## config.mk

```make
export PLATFORM = sky130hd
export DESIGN_NAME = mole_game_ctrl_flat
export DESIGN_NICKNAME = d
export VERILOG_FILES = /design/src/rtl/mole_game_if.sv /design/src/rtl/mole_game_ctrl.sv /design/src/flat_wrapper.sv
export SDC_FILE = /design/constraint.sdc
export NUM_CORES = 1
export LEC_CHECK = 0
export BUFFER_PORTS_ARGS = -buffer_cell sky130_fd_sc_hd__buf_2
export CELL_PAD_IN_SITES_DETAIL_PLACEMENT = 2
export CELL_PAD_IN_SITES_GLOBAL_PLACEMENT = 2
export CORE_UTILIZATION = 39
export CTS_CLUSTER_DIAMETER = 60
export DETAILED_ROUTE_END_ITERATION = 6
export PLACE_DENSITY = 0.81
export SLEW_MARGIN = 20
export SYNTH_ARGS = -nofsm -noshare
export SYNTH_HDL_FRONTEND = slang
export SYNTH_SLANG_ARGS = --single-unit
```

## constraint.sdc

```tcl
create_clock -name clk -period 3.07 [get_ports clk]
set_input_delay 0.614 -clock clk [delete_from_list [all_inputs] [get_ports clk]]
set_output_delay 0.614 -clock clk [all_outputs]
set_load 0.01 [all_outputs]
```

## src/rtl/mole_game_if.sv

```systemverilog
// Whack-a-mole control bundle: input pulses in, mole/score/lives state out.
// master drives start/eval_now/user_guess; slave is the round sequencer.
interface mole_game_if #(
    parameter int unsigned SCORE_W = 8
);
    logic               start;
    logic               eval_now;
    logic [2:0]         user_guess;
    logic [2:0]         mole_pos;
    logic               mole_valid;
    logic [SCORE_W-1:0] score;
    logic [2:0]         lives;
    logic               hit_pulse;
    logic               miss_pulse;
    logic               game_over;

    modport master (
        output start, eval_now, user_guess,
        input  mole_pos, mole_valid, score, lives,
        input  hit_pulse, miss_pulse, game_over
    );

    modport slave (
        input  start, eval_now, user_guess,
        output mole_pos, mole_valid, score, lives,
        output hit_pulse, miss_pulse, game_over
    );
endinterface

```

## src/rtl/mole_game_ctrl.sv

```systemverilog
// Whack-a-mole round sequencer: LFSR spawn, timed window, score and lives.
// Optional MOLE_SPEEDUP_EN: each hit shortens the round window.
module mole_game_ctrl #(
    parameter int unsigned ROUND_CYCLES    = 100_000_000,
    parameter int unsigned FEEDBACK_CYCLES = 25_000_000,
    parameter int unsigned LIVES           = 3,
    parameter int unsigned SCORE_W         = 8,
    parameter logic [15:0] LFSR_SEED       = 16'hACE1
) (
    input logic        clk,
    input logic        rst,
    mole_game_if.slave gif
);
    localparam logic [2:0] S_IDLE  = 3'd0;
    localparam logic [2:0] S_SPAWN = 3'd1;
    localparam logic [2:0] S_WAIT  = 3'd2;
    localparam logic [2:0] S_HIT   = 3'd3;
    localparam logic [2:0] S_MISS  = 3'd4;
    localparam logic [2:0] S_OVER  = 3'd5;

    localparam int unsigned TMAX =
        (ROUND_CYCLES > FEEDBACK_CYCLES) ? ROUND_CYCLES : FEEDBACK_CYCLES;
    localparam int unsigned TW = $clog2(TMAX);
    localparam int unsigned RW = $clog2(ROUND_CYCLES + 1);

    localparam logic [2:0]    NO_MOLE = 3'd5;
    localparam logic [2:0]    LIVES_I = 3'(LIVES);
    localparam logic [TW-1:0] FB_LOAD = TW'(FEEDBACK_CYCLES - 1);

    logic [2:0]         state_q, state_d;
    logic [15:0]        lfsr_q, lfsr_d;
    logic [TW-1:0]      timer_q, timer_d;
    logic [2:0]         pos_q, pos_d;
    logic [2:0]         prev_q, prev_d;
    logic               valid_q, valid_d;
    logic [SCORE_W-1:0] score_q, score_d;
    logic [2:0]         lives_q, lives_d;
    logic               hit_q, hit_d;
    logic               miss_q, miss_d;
    logic               over_q, over_d;

    logic          game_start;
    logic          guess_ok;
    logic          hit_ev;
    logic          miss_ev;
    logic [2:0]    r;
    logic [2:0]    cand0;
    logic [2:0]    cand;
    logic [2:0]    lives_dec;
    logic [RW-1:0] round_len;

    assign game_start = gif.start &&
                        (state_q == S_IDLE || state_q == S_OVER);
    assign guess_ok   = (gif.user_guess == pos_q);
    assign hit_ev     = (state_q == S_WAIT) && gif.eval_now && guess_ok;
    // A guess on the last window cycle is judged rather than timed out.
    assign miss_ev    = (state_q == S_WAIT) &&
                        (gif.eval_now ? !guess_ok : (timer_q == '0));
    assign lives_dec  = lives_q - 3'd1;

    assign r     = lfsr_q[2:0];
    assign cand0 = (r >= 3'd5) ? (r - 3'd5) : r;
    assign cand  = (cand0 != prev_q) ? cand0 :
                   (cand0 == 3'd4)   ? 3'd0  : (cand0 + 3'd1);

    assign lfsr_d = {lfsr_q[14:0],
                     lfsr_q[15] ^ lfsr_q[13] ^ lfsr_q[12] ^ lfsr_q[10]};

`ifdef MOLE_SPEEDUP_EN
    localparam logic [RW-1:0] RL_INIT = RW'(ROUND_CYCLES);
    localparam logic [RW-1:0] RL_STEP = RW'(ROUND_CYCLES >> 4);
    localparam logic [RW-1:0] RL_MIN  = RW'(ROUND_CYCLES >> 2);

    logic [RW-1:0] round_len_q, round_len_d;

    always_comb begin
        round_len_d = round_len_q;
        if (game_start) begin
            round_len_d = RL_INIT;
        end else if (hit_ev) begin
            round_len_d = (round_len_q >= RL_MIN + RL_STEP) ?
                          (round_len_q - RL_STEP) : RL_MIN;
        end
    end

    always_ff @(posedge clk or negedge rst) begin
        if (!rst) begin
            round_len_q <= RL_INIT;
        end else begin
            round_len_q <= round_len_d;
        end
    end

    assign round_len = round_len_q;
`else
    assign round_len = RW'(ROUND_CYCLES);
`endif

    always_comb begin
        state_d = state_q;
        timer_d = timer_q;
        pos_d   = pos_q;
        prev_d  = prev_q;
        valid_d = valid_q;
        score_d = score_q;
        lives_d = lives_q;
        hit_d   = 1'b0;
        miss_d  = 1'b0;
        over_d  = over_q;
        unique case (state_q)
            S_IDLE, S_OVER: begin
                if (game_start) begin
                    state_d = S_SPAWN;
                    score_d = '0;
                    lives_d = LIVES_I;
                    over_d  = 1'b0;
                    prev_d  = NO_MOLE;
                end
            end
            S_SPAWN: begin
                state_d = S_WAIT;
                pos_d   = cand;
                prev_d  = cand;
                valid_d = 1'b1;
                timer_d = TW'(round_len - RW'(1));
            end
            S_WAIT: begin
                timer_d = timer_q - TW'(1);
                if (hit_ev) begin
                    state_d = S_HIT;
                    hit_d   = 1'b1;
                    score_d = (&score_q) ? score_q : (score_q + 1'b1);
                    valid_d = 1'b0;
                    pos_d   = NO_MOLE;
                    timer_d = FB_LOAD;
                end else if (miss_ev) begin
                    miss_d  = 1'b1;
                    lives_d = lives_dec;
                    valid_d = 1'b0;
                    pos_d   = NO_MOLE;
                    timer_d = FB_LOAD;
                    if (lives_dec == 3'd0) begin
                        state_d = S_OVER;
                        over_d  = 1'b1;
                    end else begin
                        state_d = S_MISS;
                    end
                end
            end
            S_HIT, S_MISS: begin
                if (timer_q == '0) begin
                    state_d = S_SPAWN;
                end else begin
                    timer_d = timer_q - TW'(1);
                end
            end
            default: state_d = S_IDLE;
        endcase
    end

    always_ff @(posedge clk or negedge rst) begin
        if (!rst) begin
            state_q <= S_IDLE;
            lfsr_q  <= LFSR_SEED;
            timer_q <= '0;
            pos_q   <= NO_MOLE;
            prev_q  <= NO_MOLE;
            valid_q <= 1'b0;
            score_q <= '0;
            lives_q <= LIVES_I;
            hit_q   <= 1'b0;
            miss_q  <= 1'b0;
            over_q  <= 1'b0;
        end else begin
            state_q <= state_d;
            lfsr_q  <= lfsr_d;
            timer_q <= timer_d;
            pos_q   <= pos_d;
            prev_q  <= prev_d;
            valid_q <= valid_d;
            score_q <= score_d;
            lives_q <= lives_d;
            hit_q   <= hit_d;
            miss_q  <= miss_d;
            over_q  <= over_d;
        end
    end

    assign gif.mole_pos   = pos_q;
    assign gif.mole_valid = valid_q;
    assign gif.score      = score_q;
    assign gif.lives      = lives_q;
    assign gif.hit_pulse  = hit_q;
    assign gif.miss_pulse = miss_q;
    assign gif.game_over  = over_q;
endmodule
```

## src/flat_wrapper.sv

```systemverilog
// flat-port wrapper written by rule: the top's interface ports become plain ports
module mole_game_ctrl_flat 
#(
    parameter int unsigned ROUND_CYCLES    = 100_000_000,
    parameter int unsigned FEEDBACK_CYCLES = 25_000_000,
    parameter int unsigned LIVES           = 3,
    parameter int unsigned SCORE_W         = 8,
    parameter logic [15:0] LFSR_SEED       = 16'hACE1
)
  (clk, rst, gif_start, gif_eval_now, gif_user_guess, gif_mole_pos, gif_mole_valid, gif_score, gif_lives, gif_hit_pulse, gif_miss_pulse, gif_game_over);
  mole_game_if #(.SCORE_W(SCORE_W)) gif_i ();
  input logic clk;
  input logic rst;
  input wire logic [$bits(gif_i.start)-1:0] gif_start;
  input wire logic [$bits(gif_i.eval_now)-1:0] gif_eval_now;
  input wire logic [$bits(gif_i.user_guess)-1:0] gif_user_guess;
  output wire logic [$bits(gif_i.mole_pos)-1:0] gif_mole_pos;
  output wire logic [$bits(gif_i.mole_valid)-1:0] gif_mole_valid;
  output wire logic [$bits(gif_i.score)-1:0] gif_score;
  output wire logic [$bits(gif_i.lives)-1:0] gif_lives;
  output wire logic [$bits(gif_i.hit_pulse)-1:0] gif_hit_pulse;
  output wire logic [$bits(gif_i.miss_pulse)-1:0] gif_miss_pulse;
  output wire logic [$bits(gif_i.game_over)-1:0] gif_game_over;
  assign gif_i.start = gif_start;
  assign gif_i.eval_now = gif_eval_now;
  assign gif_i.user_guess = gif_user_guess;
  assign gif_mole_pos = gif_i.mole_pos;
  assign gif_mole_valid = gif_i.mole_valid;
  assign gif_score = gif_i.score;
  assign gif_lives = gif_i.lives;
  assign gif_hit_pulse = gif_i.hit_pulse;
  assign gif_miss_pulse = gif_i.miss_pulse;
  assign gif_game_over = gif_i.game_over;
  mole_game_ctrl #(.ROUND_CYCLES(ROUND_CYCLES), .FEEDBACK_CYCLES(FEEDBACK_CYCLES), .LIVES(LIVES), .SCORE_W(SCORE_W), .LFSR_SEED(LFSR_SEED)) u_core (.clk(clk), .rst(rst), .gif(gif_i));
endmodule
```

==> metrics.txt <==
Port Buf Inserts 24; Critical Path Source u_core.lfsr_q[1]; largest area contributor in the netlist dfrtp_1; antenna viol nets, final 0; crit path time final between 2 and 3 ns; Relative slew margins 0.458; CP Max Fanout 7; post-DR wirelength/cell 21.7 um; DR pass1 iterations 4; Worst path slowest cell nor3_1; Sink Count 67; # diodes 0; die height 102 um; DRC errors left 0; Sequential Area 1690 um2; Net Sw Power around 0.0017 W; Layout Cells excl Fill between 500 and 600; clock slew seen by the registers of the worst setup and hold paths about 0.080 ns; Post-synth top cells dfrtp_1, nand2_1, nor2_1, a21oi_1, o21ai_0; Final Hold Vio Count 0; RR Startpoint u_core.lfsr_q[1]; layout cells sized above 1 0.210; Initial Utilization 0.402; die footprint about 10000 um2; mapped cell area around 3900 um2; Placeable Area 9770 um2; Final period util 0.825; Mapped Nets 415; Via-to-Cell Ratio approximately 6; Root Driver clkbuf_8; crit path buf inv count 1; area delta synth->final 12.3%; FFs w/ async S/R, synth 1.00; largest net degree at the start of global routing 40; Die Wd ~100 um; Worst-Skew Late Latency ~0.37 ns; post-placement cell count ~550; Worst-Margin Slew a little over 0.8 ns; DP Wirelength between 8 and 9 mm; Final GP Congestion 0.809; Hold Crit Class in -> async; row cnt 36; CP Class reg -> reg; Max-Cap Viols 0; status complete, no violations; critical path arrival about 2.8 ns; Cell variety after synth 76; prevailing post-synth register cell dfrtp_1; Seq pwr share 0.344; switch share 0.459; post-CTS sizing 0; IO Count 25; vias in the first global route approximately 3.7k; post-synthesis cell count 399; clock network power share 0.211; combinational group share of total power 0.445; top-count cell post-synth dfrtp_1; Peak Freq 0.395 GHz; WP data required ~3.3 ns; grt met3 use 0.0328; Post-synth EDFFs 0; Syn. warnings 0; largest cells by area after synthesis dfrtp_1, dfstp_2, mux2i_1, ha_1, a21oi_1; initial DRC count 81; Hold-fix buffers, CTS 0; met2 Use GR 0.426; critical path's top delay family compound AO/OA/AOI/OAI gates; synthesized flop and latch total 67; P per Cell Area ~830 nW/um2; crit-path max cell delay ~0.55 ns; Startpoint Class register; Leak 1.78 nW; GR peak layer met2; nets between 400 and 500; Post-Route WL approximately 12 mm; Filler cells 1062; clk buf depth 2; sequential share of the synthesized area 0.431; GRT overflow 0; RSZ-0062 raised after global routing false; Crit. End Element register; H-Tree Depth 3; met1 GRT Util 0.327; Max Slew Vio Count 0; Int Pwr between 0.0015 and 0.002 W; Synth top area share 0.338; first-pass GRT wire length a little under 20 mm; post-CTS setup buffer count 0; setup TNS 0 ns; cts bufs inserted 9; Synth Area per Inst ~10 um2; GRT Overall Usage 0.254; CP Cell Sequence inv_1 > ha_1 > nor3_1 > o211ai_1 > a211oi_2 > a211oi_1 > a311oi_1; CTS tree yes; peak supply drop roughly 0.36 mV; vias between 3k and 4k; initial antenna violation count 0; final setup fails 0; area of the multi-input gates 2090 um2; skew final 0.0102 ns
==> metrics by stage <==
step / area, um2 / util / setup WS, ns / power (W) / hold WS [ns]
after global routing: 4410 / 0.451 / 0.325 / 0.00390 / 0.365
final: 4410 / 0.451 / 0.538 / 0.00368 / 0.288
after global placement: 4210 / 0.431 / 0.674 / 0.00280 / 0.335
after floorplan: 3930 / - / 0.822 / 0.00236 / 0.318
after detailed placement: 4210 / 0.431 / 0.533 / 0.00290 / 0.339
after CTS: 4410 / 0.451 / 0.501 / 0.00371 / 0.315
==> per-layer routing <==
metal / routed length [um] / part of all wire / up-vias
li1: - / - / 1553
met1: 5560 / 0.46 / 1764
met2: 6010 / 0.49 / 68
met3: 383 / 0.031 / 21
met4: 265 / 0.022 / 0
met5: 0 / 0 / -
==> flip-flops by register name, summed over array words and instances, names as in the netlist <==
register	cells
u_core.gif.miss_pulse	1
u_core.gif.game_over	1
u_core.gif.mole_pos	3
u_core.lfsr_q	16
u_core.gif.mole_valid	1
u_core.gif.score	8
u_core.gif.hit_pulse	1
u_core.timer_q	27
u_core.gif.lives	3
u_core.state_q	3
u_core.prev_q	3
==> logic make-up (layout without fill, tap and decap cells) <==
family          Yosys count  in the layout  share of synthesized area
mux                      14             14                     0.0360
fa+ha+maj                 9              9                     0.0287
flops                    67             67                      0.431
buf+inv                  34             64                     0.0357
compound gates          113            113                      0.207
simple gates            149            149                      0.232
xor+xnor                 13             13                     0.0290
==> path summary, 6_finish.rpt <==
kind	endpoint	slack, ns	cells after the start
min in group clk	u_core.lfsr_q[7]	0.36	0
worst max-delay path	u_core.gif.mole_pos[0]	0.54	7
worst max register to register	u_core.gif.mole_pos[0]	0.54	7
worst min register to register	u_core.lfsr_q[7]	0.36	0
max in group asynchronous	u_core.lfsr_q[10]	2.05	2
worst min-delay path	u_core.timer_q[16]	0.29	1
==> cell usage in the layout (no fill, tap or decap), drive strengths merged, types with 4 or more instances in the layout <==
cell / instances
dfrtp: 53
buf: 33
nand2: 27
nor2: 25
a21oi: 22
o21ai: 22
inv: 17
nand3: 16
nor3: 15
dfstp: 14
mux2i: 13
xnor2: 12
nand4: 10
nor4: 10
ha: 9
clkbuf: 9
or3: 7
a22o: 7
a211oi: 7
a21boi: 7
a31oi: 6
and2: 5
o211ai: 5
a21o: 5
nand2b: 4
or2: 4
o22ai: 4
or4: 4
==> power groups by stage <==
stage               sequential, W  combinational, W  clock [W]
detailed placement        0.00128           0.00162          0
floorplan                 0.00123           0.00112          0
global route              0.00129           0.00180   0.000818
global placement          0.00126           0.00154          0
finish                    0.00127           0.00164   0.000776
CTS                       0.00127           0.00164   0.000796
==> layout make-up <==
type | instances | area share
clock inverter | 7 | 0.0173
timing repair buffer | 33 | 0.0454
clock buffer | 9 | 0.0281
multi-input combinational | 298 | 0.475
tap | 133 | 0.0377
sequential | 67 | 0.384
inverter | 15 | 0.0128
Power figures use the tool's default switching activity.
